--- config.mk ---
export PLATFORM = sky130hd
export DESIGN_NAME = writeback_stage
export DESIGN_NICKNAME = d
export VERILOG_FILES = /design/src/rtl/writeback_stage_pkg.sv /design/src/rtl/writeback_stage_cond_check.sv /design/src/rtl/writeback_stage.sv
export SDC_FILE = /design/constraint.sdc
export NUM_CORES = 1
export LEC_CHECK = 0
export ABC_AREA = 1
export ABC_CLOCK_PERIOD_IN_PS = 3070
export BUFFER_PORTS_ARGS = -buffer_cell sky130_fd_sc_hd__buf_2
export CORE_ASPECT_RATIO = 0.9
export CORE_MARGIN = 3
export CORE_UTILIZATION = 52
export CTS_CLUSTER_DIAMETER = 80
export CTS_CLUSTER_SIZE = 25
export DETAILED_ROUTE_END_ITERATION = 7
export PLACE_DENSITY = 0.86
export SLEW_MARGIN = 10
export SYNTH_ARGS = -nofsm -noshare
export SYNTH_HDL_FRONTEND = slang
export SYNTH_HIERARCHICAL = 1
export SYNTH_SLANG_ARGS = --single-unit
export TNS_END_PERCENT = 100
--- constraint.sdc ---
create_clock -name clk -period 3.07 [get_ports clk]
set_input_delay 0.614 -clock clk [delete_from_list [all_inputs] [get_ports clk]]
set_output_delay 0.614 -clock clk [all_outputs]
set_load 0.05 [all_outputs]
--- src/rtl/writeback_stage_pkg.sv ---
`default_nettype none
// ============================================================================
// Module : writeback_stage_pkg
// Brief  : Shared types, micro-op and condition constants for the writeback path.
// Rev    : 1.0
// ============================================================================
package writeback_stage_pkg;

    typedef struct packed {
        logic n;
        logic z;
        logic c;
        logic v;
    } Flags;

    localparam logic [4:0] c_UOP_NOP = 5'd0;
    localparam logic [4:0] c_UOP_ADD = 5'd1;
    localparam logic [4:0] c_UOP_SUB = 5'd2;
    localparam logic [4:0] c_UOP_AND = 5'd3;
    localparam logic [4:0] c_UOP_EOR = 5'd4;
    localparam logic [4:0] c_UOP_CMP = 5'd5;
    localparam logic [4:0] c_UOP_LSL = 5'd6;
    localparam logic [4:0] c_UOP_LSR = 5'd7;
    localparam logic [4:0] c_UOP_MOV = 5'd8;
    localparam logic [4:0] c_UOP_STR = 5'd9;
    localparam logic [4:0] c_UOP_LDR = 5'd10;

    localparam logic [3:0] c_COND_EQ = 4'd0;
    localparam logic [3:0] c_COND_NE = 4'd1;
    localparam logic [3:0] c_COND_CS = 4'd2;
    localparam logic [3:0] c_COND_CC = 4'd3;
    localparam logic [3:0] c_COND_MI = 4'd4;
    localparam logic [3:0] c_COND_PL = 4'd5;
    localparam logic [3:0] c_COND_VS = 4'd6;
    localparam logic [3:0] c_COND_VC = 4'd7;
    localparam logic [3:0] c_COND_HI = 4'd8;
    localparam logic [3:0] c_COND_LS = 4'd9;
    localparam logic [3:0] c_COND_GE = 4'd10;
    localparam logic [3:0] c_COND_LT = 4'd11;
    localparam logic [3:0] c_COND_GT = 4'd12;
    localparam logic [3:0] c_COND_LE = 4'd13;
    localparam logic [3:0] c_COND_AL = 4'd14;
    localparam logic [3:0] c_COND_NV = 4'd15;

    typedef enum logic [0:0] {
        IDLE = 1'b0,
        MEM  = 1'b1
    } state_e;

    function automatic logic is_flag_setting(input logic [4:0] uop);
        logic r;
        r = 1'b0;
        case (uop)
            c_UOP_ADD, c_UOP_SUB, c_UOP_AND, c_UOP_EOR,
            c_UOP_CMP, c_UOP_LSL, c_UOP_LSR, c_UOP_MOV: r = 1'b1;
            default:                                   r = 1'b0;
        endcase
        return r;
    endfunction

    // Every flag-setting op except CMP also writes its destination register.
    function automatic logic is_reg_write(input logic [4:0] uop);
        return is_flag_setting(uop) && (uop != c_UOP_CMP);
    endfunction

    function automatic logic is_mem_op(input logic [4:0] uop);
        return (uop == c_UOP_STR) || (uop == c_UOP_LDR);
    endfunction

endpackage
`default_nettype wire

--- src/rtl/writeback_stage_cond_check.sv ---
`default_nettype none
// ============================================================================
// Module : cond_check
// Brief  : Combinational ARM condition-code evaluation against NZCV flags.
// Rev    : 1.0
// ============================================================================
module cond_check
    import writeback_stage_pkg::*;
(
    input  logic [3:0] cond_i,
    input  Flags       flags_i,
    output logic       pass_o
);

    logic w_n_eq_v;

    always_comb begin
        w_n_eq_v = (flags_i.n == flags_i.v);
        pass_o   = 1'b0;
        case (cond_i)
            c_COND_EQ: pass_o = flags_i.z;
            c_COND_NE: pass_o = !flags_i.z;
            c_COND_CS: pass_o = flags_i.c;
            c_COND_CC: pass_o = !flags_i.c;
            c_COND_MI: pass_o = flags_i.n;
            c_COND_PL: pass_o = !flags_i.n;
            c_COND_VS: pass_o = flags_i.v;
            c_COND_VC: pass_o = !flags_i.v;
            c_COND_HI: pass_o = flags_i.c && !flags_i.z;
            c_COND_LS: pass_o = !flags_i.c || flags_i.z;
            c_COND_GE: pass_o = w_n_eq_v;
            c_COND_LT: pass_o = !w_n_eq_v;
            c_COND_GT: pass_o = !flags_i.z && w_n_eq_v;
            c_COND_LE: pass_o = flags_i.z || !w_n_eq_v;
            c_COND_AL: pass_o = 1'b1;
            default:   pass_o = 1'b0;
        endcase
    end

endmodule
`default_nettype wire

--- src/rtl/writeback_stage.sv ---
`default_nettype none
// ============================================================================
// Module : writeback_stage
// Brief  : Condition check, flag commit, LDR/STR memory handshake, RF write port.
// Rev    : 1.0
// ============================================================================
module writeback_stage
    import writeback_stage_pkg::*;
#(
    parameter int REG_IDX_W   = 4,
    parameter int MEM_TIMEOUT = 16
) (
    input  logic                 clk,
    input  logic                 rst_n,
    input  logic                 in_valid,
    output logic                 in_ready,
    input  logic [4:0]           in_uop,
    input  logic [3:0]           in_cond,
    input  logic [REG_IDX_W-1:0] in_rd,
    input  logic [31:0]          in_result,
    input  logic [3:0]           in_flags,
    input  logic [31:0]          in_store_data,
    output logic [3:0]           flags_q,
    output logic                 rf_we,
    output logic [REG_IDX_W-1:0] rf_waddr,
    output logic [31:0]          rf_wdata,
    output logic                 mem_req,
    output logic                 mem_we,
    output logic [31:0]          mem_addr,
    output logic [31:0]          mem_wdata,
    input  logic [31:0]          mem_rdata,
    input  logic                 mem_ack,
    output logic                 bus_error
);

    localparam int CNT_W = (MEM_TIMEOUT > 1) ? $clog2(MEM_TIMEOUT) : 1;

    state_e                 state_q;
    Flags                   arch_flags_q;
    logic                   rf_we_q;
    logic [REG_IDX_W-1:0]   rf_waddr_q;
    logic [31:0]            rf_wdata_q;
    logic                   mem_req_q;
    logic                   mem_we_q;
    logic                   is_load_q;
    logic [31:0]            mem_addr_q;
    logic [31:0]            mem_wdata_q;
    logic [REG_IDX_W-1:0]   ld_rd_q;
    logic [CNT_W-1:0]       tmo_cnt_q;
    logic                   bus_error_q;

    logic                   w_cond_pass;
    logic                   w_accept;
    logic                   w_timeout;

    cond_check u_cond_check (
        .cond_i  (in_cond),
        .flags_i (arch_flags_q),
        .pass_o  (w_cond_pass)
    );

    // Gated by rst_n so every output reads 0 while reset is held.
    assign in_ready  = (state_q == IDLE) && rst_n;
    assign w_accept  = in_valid && in_ready;
    assign w_timeout = (MEM_TIMEOUT != 0) && (tmo_cnt_q == CNT_W'(MEM_TIMEOUT - 1));

    always_ff @(posedge clk or negedge rst_n) begin
        if (!rst_n) begin
            state_q      <= IDLE;
            arch_flags_q <= '0;
            rf_we_q      <= 1'b0;
            rf_waddr_q   <= '0;
            rf_wdata_q   <= '0;
            mem_req_q    <= 1'b0;
            mem_we_q     <= 1'b0;
            is_load_q    <= 1'b0;
            mem_addr_q   <= '0;
            mem_wdata_q  <= '0;
            ld_rd_q      <= '0;
            tmo_cnt_q    <= '0;
            bus_error_q  <= 1'b0;
        end else begin
            rf_we_q <= 1'b0;
            case (state_q)
                IDLE: begin
                    if (w_accept && w_cond_pass) begin
                        if (is_flag_setting(in_uop)) begin
                            arch_flags_q <= Flags'(in_flags);
                        end
                        if (is_reg_write(in_uop)) begin
                            rf_we_q    <= 1'b1;
                            rf_waddr_q <= in_rd;
                            rf_wdata_q <= in_result;
                        end
                        if (is_mem_op(in_uop)) begin
                            state_q     <= MEM;
                            mem_req_q   <= 1'b1;
                            mem_addr_q  <= in_result;
                            mem_we_q    <= (in_uop == c_UOP_STR);
                            is_load_q   <= (in_uop == c_UOP_LDR);
                            mem_wdata_q <= (in_uop == c_UOP_STR) ? in_store_data : 32'd0;
                            ld_rd_q     <= in_rd;
                            tmo_cnt_q   <= '0;
                        end
                    end
                end
                MEM: begin
                    // An ack on the timeout edge still completes normally.
                    if (mem_ack) begin
                        state_q   <= IDLE;
                        mem_req_q <= 1'b0;
                        mem_we_q  <= 1'b0;
                        if (is_load_q) begin
                            rf_we_q    <= 1'b1;
                            rf_waddr_q <= ld_rd_q;
                            rf_wdata_q <= mem_rdata;
                        end
                    end else if (w_timeout) begin
                        state_q     <= IDLE;
                        mem_req_q   <= 1'b0;
                        mem_we_q    <= 1'b0;
                        bus_error_q <= 1'b1;
                    end else if (MEM_TIMEOUT != 0) begin
                        tmo_cnt_q <= tmo_cnt_q + CNT_W'(1);
                    end
                end
                default: state_q <= IDLE;
            endcase
        end
    end

    assign flags_q   = arch_flags_q;
    assign rf_we     = rf_we_q;
    assign rf_waddr  = rf_waddr_q;
    assign rf_wdata  = rf_wdata_q;
    assign mem_req   = mem_req_q;
    assign mem_we    = mem_we_q;
    assign mem_addr  = mem_addr_q;
    assign mem_wdata = mem_wdata_q;
    assign bus_error = bus_error_q;

endmodule
`default_nettype wire
==> results.tsv <==
stage	metric	value	unit
critical_path	cp.required	3.38	ns
finish	num_antenna_cells	0	
power	worst_ir_drop_vdd	0.0006245	V
sta	min_period	2.383	ns
finish	postLayoutCellArea	7131	um^2
route	first_pass_iters	8	
route	wl_per_cell	14.24	um
die	start_util	54.41	%
sta	finalClockSkew	0.01224	ns
logic_synthesis	yosysSeqAreaShare	55.23	%
clock_network	clock-root-buffer	clkbuf_16	
clock_network	post_cts_buffers	0	
sta	grt_setup_unrepaired	no	
logic_synthesis	synth_cell_types	24	
logic_synthesis	yosys_warnings	6	
die	rows	34	
sta	slew_violations	0	
power	fin_total_pwr	0.006367	W
critical_path	timing.rr.start	flags_q[0]	
global_route	grt_pass1_vias	5095	
placed_design	place_area	6544	um^2
critical_path	timing.reg2reg.setup_slack	0.69	ns
die	num_io_pins	226	
critical_path	startpoint	flags_q[0]	
sta	hold_viol	0	
logic_synthesis	synth_top_cell_area_share	55.23	%
die	die-height	102.2	um
power	powerDensity	892.9	nW/um^2
critical_path	rr_endpoint	mem_addr[5]	
clock_network	clockBufferDepth	2	
clock_network	cts_resized	0	
die	die_x	112.9	um
global_route	grt_overflow_total	0	
route	wirelength	15010	um
die	die_area	11540	um^2
placed_design	gp_congestion	0.8721	
logic_synthesis	yosys-top-cells-area	dfrtp_1 55%, nand2_1 27%, nand3_1 5.4%	
route	drtAntennaViolNets	0	
finish	nets	1034	
logic_synthesis	netlist_area	5346	um^2
job	drv_cap	0	
sta	fmaxAchievable	419.6	MHz
logic_synthesis	syn_nets	811	
sta	tightest_slew	0.9725	ns
hold_path	whs_path_depth	3	
hold_path	min_to	mem_wdata[30]	
global_route	grt_pass1_wl	24070	um
route	viasPerCell	5.010	
critical_path	crit_type	reg -> reg	
hold_path	worstHoldPathType	in -> reg	
logic_synthesis	synthCells	693	
placed_design	portBuffers	225	
global_route	grt_start_max_net_pins	80	
clock_network	cts_tree	built	
sta	period_share	77.63	%
power	p_leak	4.398	nW
route	vias	5281	
logic_synthesis	synth_area_leader_cell	dfrtp_1	
clock_network	cts.sinks	118	
clock_network	cts_buffers	17	
sta	maxSlewHeadroom	35.17	%
global_route	grt_antenna_before_repair	0	
sta	finalSetupViolCount	0	
route	drcViolationCount	0	
clock_network	worstSkewPairLatency	0.41	ns
critical_path	r2r_cells	15	
sta	fin_setup_tns	0	ns
critical_path	worst_ep_arrival_time	2.69	ns
finish	syn_to_final_growth	33.37	%
critical_path	cp_max_fo	44	
finish	drive_above_1_share	29.63	%
logic_synthesis	ys_ff_latch	118	
placed_design	place_hpwl	10320	um
clock_network	htreeDepth	4	
status	outcome	complete, no violations	
hold_path	hold_start	in_store_data[30]	
route	dr.first_iter.drc_count	347	
critical_path	cp-start-kind	flop	
global_route	grtUsageTotal	26.41	%
critical_path	endpoint_kind	flop	
logic_synthesis	avgSynthCellArea	7.715	um^2
clock_network	clk_pin_slew	0.05	ns
clock_network	cts_hold_buf	0	
die	core_area	9827	um^2
layout by cell type (no fill, tap or decap), types with 2 or more instances in the layout:
master / synthesis / layout
clkinv_2: 0 / 4
dfrtp_1: 118 / 118
clkbuf_16: 0 / 17
inv_1: 32 / 32
nand2_1: 390 / 390
o21ai_0: 24 / 24
clkinv_1: 2 / 2
buf_2: 9 / 224
nand2_2: 5 / 5
buf_4: 3 / 10
a21oi_1: 2 / 2
bufinv_16: 0 / 3
nor2_1: 19 / 19
clkinvlp_4: 0 / 4
nand3_1: 58 / 58
nor3_1: 2 / 2
where the power goes:
group	switching [W]	total, W	internal, W	leakage [nW]
sequential	0.000227	0.00215	0.00192	1.56
clock	0.000699	0.00197	0.00127	0.278
combinational	0.00175	0.00225	0.000502	2.56
total	0.00268	0.00637	0.00369	4.40
cell usage after synthesis, drive strengths merged:
library cell	count
a21o	1
a21oi	2
buf	17
clkbuf	14
clkinv	2
dfrtp	118
ha	1
inv	34
nand2	395
nand3	58
nand3b	1
nand4	1
nor2	20
nor3	2
o21ai	24
o31ai	1
or2	1
xnor2	1
registers in the layout, indices dropped and copies added, names as in the netlist, 4 cells and up:
signal and count:
ld_rd_q 4, flags_q 4, mem_addr 32, rf_wdata 32
rf_waddr 4, mem_wdata 32, tmo_cnt_q 4
layer usage:
metal,track usage [%],share of wire [%],up-vias
li1,-,-,2572
met1,32.84,41,2453
met2,43.44,49,222
met3,6.513,7.3,34
met4,13.40,2.9,0
met5,0,0,-
critical path, stage by stage (launching register included):
cell and delay, ns:
dfrtp_1 0.45, inv_1 0.10, nand2_1 0.10, nand3_1 0.09, nand2_1 0.06, nand2_1 0.05, nand2_1 0.06, nor2_1 0.04
nand2_1 0.07, nand3_1 0.12, nor2_4 0.16, nand2_1 0.10, nand2_2 0.23, inv_2 0.21, buf_12 0.23, o21ai_0 0.21
area by class of cell:
cell class,instances,area [um^2]
tap,126,157.7
multi-input combinational,508,2079
timing repair buffer,235,1216
clock buffer,18,429.2
clock inverter,13,157.7
sequential,118,2953
inverter,36,137.6
fill,792,2696
worst max path at each step:
stage / end / slack (ns) / cells past startpoint
2_1_floorplan: mem_addr[23] / 0.88 / 17
6_report: mem_addr[5] / 0.69 / 15
5_1_grt: mem_addr[5] / 0.38 / 15
4_1_cts: mem_addr[5] / 0.71 / 15
3_5_place_dp: mem_addr[5] / 0.36 / 15
3_3_place_gp: mem_addr[8] / 0.52 / 16
stage by stage:
step                instances  setup slack (ns)  util (%)  hold slack [ns]
CTS                      1054            0.7061     72.56           0.3921
floorplan                 693            0.8830         -           0.3184
global route             1054            0.3810     72.56           0.4008
detailed placement       1023            0.3596     66.59           0.4535
finish                   1054            0.6867     72.56           0.4092
global placement         1023            0.5204     66.59           0.4428
cells by family (layout without fill, tap and decap cells):
logic type                 Yosys count  after routing  share of synthesized area [%]
and+or+nand+nor                    478            478                          35.78
DFF                                118            118                          55.23
xor gates and xnor gates             1              1                         0.1638
adders and majority gates            1              1                         0.2340
AOI/OAI and AO/OA                   28             28                          2.715
buffers and inverters               67            302                          5.874
Note: power is estimated with default switching activity, not from simulation.
